### src/rtl/axi4_lite_master_if_pkg.sv
// Shared AXI4-Lite response codes and master FSM state encodings.
// Imported by the master, the interconnect and the peripherals so that all of them agree on one encoding.
package axi4_lite_master_if_pkg;

  typedef enum logic [1:0] {
    RESP_OKAY   = 2'b00,
    RESP_EXOKAY = 2'b01,
    RESP_SLVERR = 2'b10,
    RESP_DECERR = 2'b11
  } resp_t;

  typedef enum logic [1:0] {
    W_IDLE = 2'd0,
    W_REQ  = 2'd1,
    W_RESP = 2'd2
  } w_state_t;

  typedef enum logic [1:0] {
    R_IDLE = 2'd0,
    R_ADDR = 2'd1,
    R_DATA = 2'd2
  } r_state_t;

  function automatic logic resp_is_err(input logic [1:0] resp);
    return resp != RESP_OKAY;
  endfunction

endpackage

### src/rtl/axi4_lite_timeout_ctr.sv
// Per-path transaction watchdog: expired is asserted during the LIMIT-th consecutive enabled cycle; LIMIT=0 disables it.
// Latency: combinational expired from a registered count; there is no backpressure.
module axi4_lite_timeout_ctr #(
  parameter int LIMIT = 256
) (
  input  logic clk,
  input  logic rst,
  input  logic clear,
  input  logic enable,
  output logic expired
);

  generate
    if (LIMIT == 0) begin : g_off
      assign expired = 1'b0;
    end else begin : g_on
      localparam int CW = (LIMIT < 2) ? 1 : $clog2(LIMIT);
      logic [CW-1:0] r_count;

      // The count tracks completed non-idle cycles, so the LIMIT-th cycle sees LIMIT-1.
      assign expired = enable && (r_count == CW'(LIMIT - 1));

      always_ff @(posedge clk or posedge rst) begin
        if (rst) begin
          r_count <= '0;
        end else if (clear) begin
          r_count <= '0;
        end else if (enable && !expired) begin
          r_count <= r_count + CW'(1);
        end
      end
    end
  endgenerate

endmodule

### src/rtl/axi4_lite_master_if.sv
// Converts MEM-stage start/busy requests into AXI4-Lite traffic, with independent write and read paths that each have a watchdog.
// Latency: 3 cycles from start to busy low when the slave is always ready; starts are ignored while a path is busy.
module axi4_lite_master_if
  import axi4_lite_master_if_pkg::*;
#(
  parameter int                    ADDR_WIDTH     = 32,
  parameter int                    DATA_WIDTH     = 32,
  parameter int                    TIMEOUT_CYCLES = 256,
  parameter logic [DATA_WIDTH-1:0] TIMEOUT_RDATA  = 32'hDEADBEEF
) (
  input  logic                    clk,
  input  logic                    rst,
  input  logic                    write_start,
  input  logic [ADDR_WIDTH-1:0]   write_addr,
  input  logic [DATA_WIDTH-1:0]   write_data,
  input  logic [DATA_WIDTH/8-1:0] write_strobe,
  output logic                    write_busy,
  output logic                    write_error,
  input  logic                    read_start,
  input  logic [ADDR_WIDTH-1:0]   read_addr,
  output logic [DATA_WIDTH-1:0]   read_data,
  output logic                    read_busy,
  output logic                    read_error,
  output logic [ADDR_WIDTH-1:0]   m_awaddr,
  output logic                    m_awvalid,
  input  logic                    m_awready,
  output logic [DATA_WIDTH-1:0]   m_wdata,
  output logic [DATA_WIDTH/8-1:0] m_wstrb,
  output logic                    m_wvalid,
  input  logic                    m_wready,
  input  logic [1:0]              m_bresp,
  input  logic                    m_bvalid,
  output logic                    m_bready,
  output logic [ADDR_WIDTH-1:0]   m_araddr,
  output logic                    m_arvalid,
  input  logic                    m_arready,
  input  logic [DATA_WIDTH-1:0]   m_rdata,
  input  logic [1:0]              m_rresp,
  input  logic                    m_rvalid,
  output logic                    m_rready
);

  w_state_t r_wstate, w_wstate_nxt;
  logic r_awvalid, w_awvalid_nxt, r_wvalid, w_wvalid_nxt, r_bready, w_bready_nxt;
  logic r_write_error, w_write_error_nxt;
  logic [ADDR_WIDTH-1:0]   r_awaddr;
  logic [DATA_WIDTH-1:0]   r_wdata;
  logic [DATA_WIDTH/8-1:0] r_wstrb;
  logic w_wto, w_wr_active, w_aw_done, w_w_done;

  assign w_wr_active = (r_wstate != W_IDLE);
  // A channel counts as done if it already handshook earlier or handshakes this cycle.
  assign w_aw_done   = !r_awvalid || m_awready;
  assign w_w_done    = !r_wvalid || m_wready;

  axi4_lite_timeout_ctr #(.LIMIT(TIMEOUT_CYCLES)) u_wr_timeout (
    .clk(clk), .rst(rst), .clear(!w_wr_active), .enable(w_wr_active), .expired(w_wto)
  );

  always_comb begin
    w_wstate_nxt      = r_wstate;
    w_awvalid_nxt     = r_awvalid;
    w_wvalid_nxt      = r_wvalid;
    w_bready_nxt      = r_bready;
    w_write_error_nxt = r_write_error;
    case (r_wstate)
      W_IDLE: if (write_start) begin
        w_wstate_nxt  = W_REQ;
        w_awvalid_nxt = 1'b1;
        w_wvalid_nxt  = 1'b1;
      end
      W_REQ: begin
        if (w_aw_done && w_w_done) begin
          w_wstate_nxt  = W_RESP;
          w_awvalid_nxt = 1'b0;
          w_wvalid_nxt  = 1'b0;
          w_bready_nxt  = 1'b1;
        end else if (w_wto) begin
          w_wstate_nxt      = W_IDLE;
          w_awvalid_nxt     = 1'b0;
          w_wvalid_nxt      = 1'b0;
          w_write_error_nxt = 1'b1;
        end else begin
          if (r_awvalid && m_awready) w_awvalid_nxt = 1'b0;
          if (r_wvalid && m_wready)   w_wvalid_nxt  = 1'b0;
        end
      end
      W_RESP: begin
        if (m_bvalid) begin
          w_wstate_nxt      = W_IDLE;
          w_bready_nxt      = 1'b0;
          w_write_error_nxt = resp_is_err(m_bresp);
        end else if (w_wto) begin
          w_wstate_nxt      = W_IDLE;
          w_bready_nxt      = 1'b0;
          w_write_error_nxt = 1'b1;
        end
      end
      default: w_wstate_nxt = W_IDLE;
    endcase
  end

  always_ff @(posedge clk or posedge rst) begin
    if (rst) begin
      r_wstate      <= W_IDLE;
      r_awvalid     <= 1'b0;
      r_wvalid      <= 1'b0;
      r_bready      <= 1'b0;
      r_write_error <= 1'b0;
      r_awaddr      <= '0;
      r_wdata       <= '0;
      r_wstrb       <= '0;
    end else begin
      r_wstate      <= w_wstate_nxt;
      r_awvalid     <= w_awvalid_nxt;
      r_wvalid      <= w_wvalid_nxt;
      r_bready      <= w_bready_nxt;
      r_write_error <= w_write_error_nxt;
      if (!w_wr_active && write_start) begin
        r_awaddr <= write_addr;
        r_wdata  <= write_data;
        r_wstrb  <= write_strobe;
      end
    end
  end

  r_state_t r_rstate, w_rstate_nxt;
  logic r_arvalid, w_arvalid_nxt, r_rready, w_rready_nxt, r_read_error, w_read_error_nxt;
  logic [ADDR_WIDTH-1:0] r_araddr;
  logic [DATA_WIDTH-1:0] r_read_data, w_read_data_nxt;
  logic w_rto, w_rd_active;

  assign w_rd_active = (r_rstate != R_IDLE);

  axi4_lite_timeout_ctr #(.LIMIT(TIMEOUT_CYCLES)) u_rd_timeout (
    .clk(clk), .rst(rst), .clear(!w_rd_active), .enable(w_rd_active), .expired(w_rto)
  );

  always_comb begin
    w_rstate_nxt     = r_rstate;
    w_arvalid_nxt    = r_arvalid;
    w_rready_nxt     = r_rready;
    w_read_error_nxt = r_read_error;
    w_read_data_nxt  = r_read_data;
    case (r_rstate)
      R_IDLE: if (read_start) begin
        w_rstate_nxt  = R_ADDR;
        w_arvalid_nxt = 1'b1;
      end
      R_ADDR: begin
        if (m_arready) begin
          w_rstate_nxt  = R_DATA;
          w_arvalid_nxt = 1'b0;
          w_rready_nxt  = 1'b1;
        end else if (w_rto) begin
          w_rstate_nxt     = R_IDLE;
          w_arvalid_nxt    = 1'b0;
          w_read_error_nxt = 1'b1;
          w_read_data_nxt  = TIMEOUT_RDATA;
        end
      end
      R_DATA: begin
        if (m_rvalid) begin
          w_rstate_nxt     = R_IDLE;
          w_rready_nxt     = 1'b0;
          w_read_error_nxt = resp_is_err(m_rresp);
          w_read_data_nxt  = m_rdata;
        end else if (w_rto) begin
          w_rstate_nxt     = R_IDLE;
          w_rready_nxt     = 1'b0;
          w_read_error_nxt = 1'b1;
          w_read_data_nxt  = TIMEOUT_RDATA;
        end
      end
      default: w_rstate_nxt = R_IDLE;
    endcase
  end

  always_ff @(posedge clk or posedge rst) begin
    if (rst) begin
      r_rstate     <= R_IDLE;
      r_arvalid    <= 1'b0;
      r_rready     <= 1'b0;
      r_read_error <= 1'b0;
      r_read_data  <= '0;
      r_araddr     <= '0;
    end else begin
      r_rstate     <= w_rstate_nxt;
      r_arvalid    <= w_arvalid_nxt;
      r_rready     <= w_rready_nxt;
      r_read_error <= w_read_error_nxt;
      r_read_data  <= w_read_data_nxt;
      if (!w_rd_active && read_start) r_araddr <= read_addr;
    end
  end

  assign write_busy  = w_wr_active;
  assign write_error = r_write_error;
  assign m_awaddr    = r_awaddr;
  assign m_awvalid   = r_awvalid;
  assign m_wdata     = r_wdata;
  assign m_wstrb     = r_wstrb;
  assign m_wvalid    = r_wvalid;
  assign m_bready    = r_bready;
  assign read_busy   = w_rd_active;
  assign read_error  = r_read_error;
  assign read_data   = r_read_data;
  assign m_araddr    = r_araddr;
  assign m_arvalid   = r_arvalid;
  assign m_rready    = r_rready;

endmodule

### config.mk
export PLATFORM = sky130hd
export DESIGN_NAME = axi4_lite_master_if
export DESIGN_NICKNAME = d
export VERILOG_FILES = /design/src/rtl/axi4_lite_master_if_pkg.sv /design/src/rtl/axi4_lite_timeout_ctr.sv /design/src/rtl/axi4_lite_master_if.sv
export SDC_FILE = /design/constraint.sdc
export NUM_CORES = 1
export LEC_CHECK = 0
export CAP_MARGIN = 20
export CELL_PAD_IN_SITES_DETAIL_PLACEMENT = 0
export CELL_PAD_IN_SITES_GLOBAL_PLACEMENT = 1
export CORE_MARGIN = 5
export CORE_UTILIZATION = 36
export DETAILED_ROUTE_END_ITERATION = 16
export PLACE_DENSITY_LB_ADDON = 0.1
export SLEW_MARGIN = 20
export SYNTH_ARGS = -nofsm -noshare
export SYNTH_HDL_FRONTEND = slang
export SYNTH_SLANG_ARGS = --single-unit
### constraint.sdc
create_clock -name clk -period 9.8 [get_ports clk]
set_input_delay 0.98 -clock clk [delete_from_list [all_inputs] [get_ports clk]]
set_output_delay 0.98 -clock clk [all_outputs]
set_load 0.02 [all_outputs]
==> results of run 1 <==
==> critical path: stages (launching register included) <==
cell	delay [ns]
dfrtp_1	0.42
inv_1	0.11
ha_1	0.52
inv_1	0.15
clkdlybuf4s50_1	0.59
==> report_power, final <==
part           internal, mW  switching, mW
combinational         0.949          0.789
clock                 0.385          0.257
sequential            0.969          0.195
total                  2.30           1.24
==> layout by cell type, fill, tap and decap left out, types with 3 or more instances in the layout <==
| master | instances |
|---|---|
| and3_1 | 6 |
| a31oi_1 | 4 |
| a211oi_1 | 4 |
| buf_4 | 3 |
| mux2_2 | 33 |
| clkbuf_16 | 17 |
| nor3_1 | 6 |
| o22a_1 | 24 |
| a21oi_1 | 9 |
| nand2_1 | 16 |
| inv_1 | 10 |
| dfrtp_1 | 159 |
| clkinvlp_4 | 3 |
| clkinv_2 | 3 |
| xnor2_1 | 4 |
| ha_1 | 6 |
| clkdlybuf4s50_1 | 285 |
| nor2_1 | 14 |
| a21o_1 | 3 |
| a22o_1 | 9 |
| mux2_4 | 68 |
| nand3_1 | 6 |
| o21ai_0 | 11 |
==> routing by layer <==
layer / vias up / GRT usage [%]
met5: - / 0
met4: 0 / 5.271
met3: 21 / 6.447
met2: 177 / 29.22
met1: 2318 / 19.73
li1: 2168 / -
==> how the worst max path moves through the flow <==
stage,start,to,slack (ns)
finish,r_rstate[1],read_busy,6.61
global route,r_rstate[1],read_busy,6.46
CTS,r_rstate[1],read_busy,6.57
detailed placement,write_start,m_wdata[18],6.55
global placement,write_start,m_awaddr[7],6.60
floorplan,rst,m_araddr[0],4.53
==> registers in the layout, summed over array words and instances (netlist names), 2 cells and up <==
signal                     count
u_wr_timeout.g_on.r_count      8
m_wdata                       32
u_rd_timeout.g_on.r_count      8
read_data                     32
m_araddr                      32
r_wstate                       2
r_rstate                       2
m_wstrb                        4
m_awaddr                      32
==> logic make-up after synthesis <==
kind of cell / count (synthesis) / share of synthesized area, %
adder cells (fa/ha/maj): 6 / 1.136
buffers and inverters: 29 / 2.973
multiplexers: 103 / 21.38
AO/OA/AOI/OAI: 76 / 8.635
XOR/XNOR: 4 / 0.5301
flip-flops: 159 / 60.22
AND/OR/NAND/NOR: 64 / 5.132
==> area by class of cell <==
cell class | count | area, um2
Fill cell | 1465 | 7831
Clock buffer | 20 | 456.7
Clock inverter | 10 | 115.1
Multi-Input combinational cell | 253 | 2435
Timing Repair Buffer | 288 | 2875
Sequential cell | 159 | 3979
Tap cell | 229 | 286.5
Inverter | 11 | 46.29
==> metrics by stage <==
stage | utilization [%] | cell area, um2
floorplan | - | 6608
global placement | 53.38 | 9622
detailed placement | 53.38 | 9622
CTS | 56.55 | 10190
global route | 56.55 | 10190
finish | 56.55 | 10190
==> results.toml, run 1 <==
[route]
wl_um = 17940
initialDrtViolationCount = 168
route.met2.wl_um = 9210
first_pass_iters = 4
wl_met3_um = 1256
vias = 4684
wire_per_inst_um = 18.50
top_layer = "met4"
drc = 0
via_per_inst = 4.829
wl_met1_um = 7148
final_antenna_net_count = 0

[clock_tree]
path_clk_slew_ns = 0.06
numCtsBuffers = 17
tritoncts = "done"
post_cts_resized = 0
clockRootBuffer = "clkbuf_16"
cts_hold_buf = 0
clkLatencyLatePin_ns = 0.42
ctsHtreeMaxLevel = 4
cts_sinks = 159
clock_path_buffers = 2
post-cts-setup-buffers = 0

[hold_path]
min_path_cells = 1
holdPathEnd = "read_data[0]"
holdCritPathClass = "register to register"
hold_path_startpoint = "read_data[0]"

[die]
core-area_um2 = 18020
die_w_um = 145.5
start_util_pct = 36.66
dieHeight_um = 145.5
rows = 49
ioPinCount = 286
die-area_um2 = 21160

[critical_path]
cp.required_ns = 8.82
cp.arrival_ns = 2.21
ff2ff_setup_slack_ns = 7.31
worstSetupPathType = "register to output port"
rr_endpoint = "m_awaddr[3]"
cp-start-kind = "register"
r2r_cells = 4
worstSetupEndpointType = "output port"
crit_fanout = 15
crit-reg2reg-launch = "r_wstate[0]"

[pwr]
vdd_drop_max_uv = 186.3
finalPower_mw = 3.545
p_leak_nw = 4.374
powerDensity_nw_per_um2 = 347.7

[synthesis]
synthesis.area_um2 = 6608
syn_nets = 592
synth_seq_area_share_pct = 60.22
yosysTopAreaCell = "dfrtp_1"
yosysMostFrequentCell = "dfrtp_1"
yosys_warnings = 0
synth_commonest_cells = "159 x dfrtp_1, 68 x mux2_4, 33 x mux2_2"
ys.flop_type = "dfrtp_1"
syn_inst = 441
ys_async_sr_fraction_pct = 100.0
synth_area_leaders = "dfrtp_1 60%, mux2_4 15%, mux2_2 5.6%"
synth-seq-cells = 159
synth_edf_count = 0
avgSynthCellArea_um2 = 14.98
synth_cell_types = 45
synth_top_area_share_pct = 60.22

[job]
max_cap_viol_count = 0

[timing]
setup_violations = 0
post-route-period-util_pct = 32.57
worst_pin_slew_ns = 0.9066
tns_ns = 0
rsz0062_at_grt = "no"
hold_ws_ns = 0.4897
setup_ws_ns = 6.608
fin_crit_ns = 3.192
slew_violations = 0
relSlewSlack_pct = 39.56
hold_violations = 0
skew_ns = 0.007297
max_freq_ghz = 0.3133

[placement]
portBuffers = 285
globalplace.congestion = 0.7676
dp_cells = 940
dpl_worst_slack_ns = 6.550
dpl.hpwl_um = 13410

[grt]
grt_pass1_vias = 5155
grt_pass1_wl_um = 28700
antenna_found_initial = 0
grt_max_degree = 102
grtUsageTotal_pct = 17.01
grt_overflow = 0

[layout]
diodes = 0
syn2layout_area_growth_pct = 54.27
final_layout_size_suffix_gt1_share_pct = 18.89
nNetsFinal = 881
instances_no_fill = 970

[outcome]
status = "completed"
Note: power is estimated with default switching activity, not from simulation.
==> inputs of run 2 (changes only) <==
--- a/config.mk
+++ b/config.mk
@@ -9,7 +9,7 @@
 export CELL_PAD_IN_SITES_DETAIL_PLACEMENT = 0
 export CELL_PAD_IN_SITES_GLOBAL_PLACEMENT = 1
 export CORE_MARGIN = 5
-export CORE_UTILIZATION = 36
+export CORE_UTILIZATION = 33
 export DETAILED_ROUTE_END_ITERATION = 16
 export PLACE_DENSITY_LB_ADDON = 0.1
 export SLEW_MARGIN = 20
==> constraint.sdc (replaced) <==
create_clock -name clk -period 3.12 [get_ports clk]
set_input_delay 0.312 -clock clk [delete_from_list [all_inputs] [get_ports clk]]
set_output_delay 0.312 -clock clk [all_outputs]
set_load 0.02 [all_outputs]
==> run 2 against run 1 <==
Die area increased by 8.4%; critical path type unchanged; critical path depth did not move; via count rose by 0.85%; hold slack got worse by 0.22 ns; cell count is 4.3% higher; sequential power grew to 3.1 times the previous value.
==> results.toml, run 2 (same netlist as run 1, synthesis figures left out) <==
[outcome]
status = "completed"

[placement]
dpl_worst_slack_ns = 1.035
globalplace.congestion = 0.7719
portBuffers = 285
dpl.hpwl_um = 13670

[clock_tree]
post-cts-setup-buffers = 0
clock_path_buffers = 2
post_cts_resized = 0
path_clk_slew_ns = 0.06
clkLatencyLatePin_ns = 0.42
ctsHtreeMaxLevel = 4
cts_sinks = 159
numCtsBuffers = 17
cts_hold_buf = 0
tritoncts = "done"
clockRootBuffer = "clkbuf_16"

[layout]
syn2layout_area_growth_pct = 55.67
final_layout_size_suffix_gt1_share_pct = 19.68
multi_input_area_um2 = 2435
nNetsFinal = 885
diodes = 0
mostFrequentLayoutCells = "285 x clkdlybuf4s50_1, 159 x dfrtp_1, 68 x mux2_4"
final_common_cell = "clkdlybuf4s50_1"
final-seq-area_um2 = 3979
fillerInstances = 1727

[pwr]
p_leak_nw = 4.398
vdd_drop_max_uv = 563.3
finalPower_mw = 11.09
powerDensity_nw_per_um2 = 1078

[grt]
grt_overflow = 0
antenna_found_initial = 0
grt_pass1_wl_um = 28320
grt_pass1_vias = 5293
grtUsageTotal_pct = 15.80
grt_max_degree = 85

[die]
dieHeight_um = 151.5
start_util_pct = 33.73
ioPinCount = 286
core-area_um2 = 19590
die-area_um2 = 22950
rows = 51
die_w_um = 151.5

[timing]
max_freq_ghz = 0.3976
post-route-period-util_pct = 80.62
setup_ws_ns = 0.6047
skew_ns = 0.008474
slew_violations = 0
fin_crit_ns = 2.515
rsz0062_at_grt = "no"
worst_pin_slew_ns = 0.6226
setup_violations = 0
relSlewSlack_pct = 58.22
hold_ws_ns = 0.2721
tns_ns = 0
hold_violations = 0

[route]
top_layer = "met4"
drc = 0
wl_um = 18160
route.met2.wl_um = 9335
wire_per_inst_um = 17.94
initialDrtViolationCount = 189
final_antenna_net_count = 0
first_pass_iters = 5
via_per_inst = 4.668
vias = 4724
wl_met3_um = 1402
wl_met1_um = 7065

[critical_path]
cp.arrival_ns = 2.20
cp-start-kind = "register"
worstSetupPathType = "register to output port"
crit_fanout = 15
worstSetupEndpointType = "output port"
cp.required_ns = 2.81

[hold_path]
holdCritPathClass = "primary input to async pin"

[job]
max_cap_viol_count = 0
run 2: worst max-delay path, cell delays in order (launching register included):
cell and delay, ns:
dfrtp_1 0.40, inv_1 0.13, ha_1 0.52, inv_1 0.15
clkdlybuf4s50_1 0.59
run 2: final timing paths:
check,startpoint,to,slack (ns),depth (start not counted)
max,r_rstate[0],read_busy,0.60,4
min in group clk,read_data[30],read_data[30],0.49,1
max in group asynchronous,rst,m_awaddr[18],2.05,3
min reg2reg,read_data[30],read_data[30],0.49,1
min,rst,read_data[9],0.27,2
max reg2reg,r_rstate[0],read_data[29],1.10,5
run 2: routing by layer:
metal,vias to the layer above,GRT usage (%)
li1,2196,-
met1,2347,18.34
met2,160,27.27
met3,21,5.651
met4,0,5.076
met5,-,0
run 2: power breakdown:
part           leakage (nW)  switching (mW)  internal (mW)
combinational          2.24            2.48           3.00
sequential             1.89           0.593           3.04
clock                 0.275           0.906           1.07
run 2: layout make-up:
cell class	instances	area share, %
clock inverter	14	1.229
sequential	159	38.68
tap	265	3.223
clock buffer	18	4.270
multi-input combinational	253	23.67
inverter	11	0.4379
timing repair buffer	292	28.49
run 2: metrics by stage:
step / std cells / instance area, um2 / util, %
after floorplan: 441 / 6611 / -
after global placement: 980 / 9721 / 49.62
after detailed placement: 980 / 9721 / 49.62
after CTS: 1012 / 10290 / 52.51
after global routing: 1012 / 10290 / 52.51
final: 1012 / 10290 / 52.51
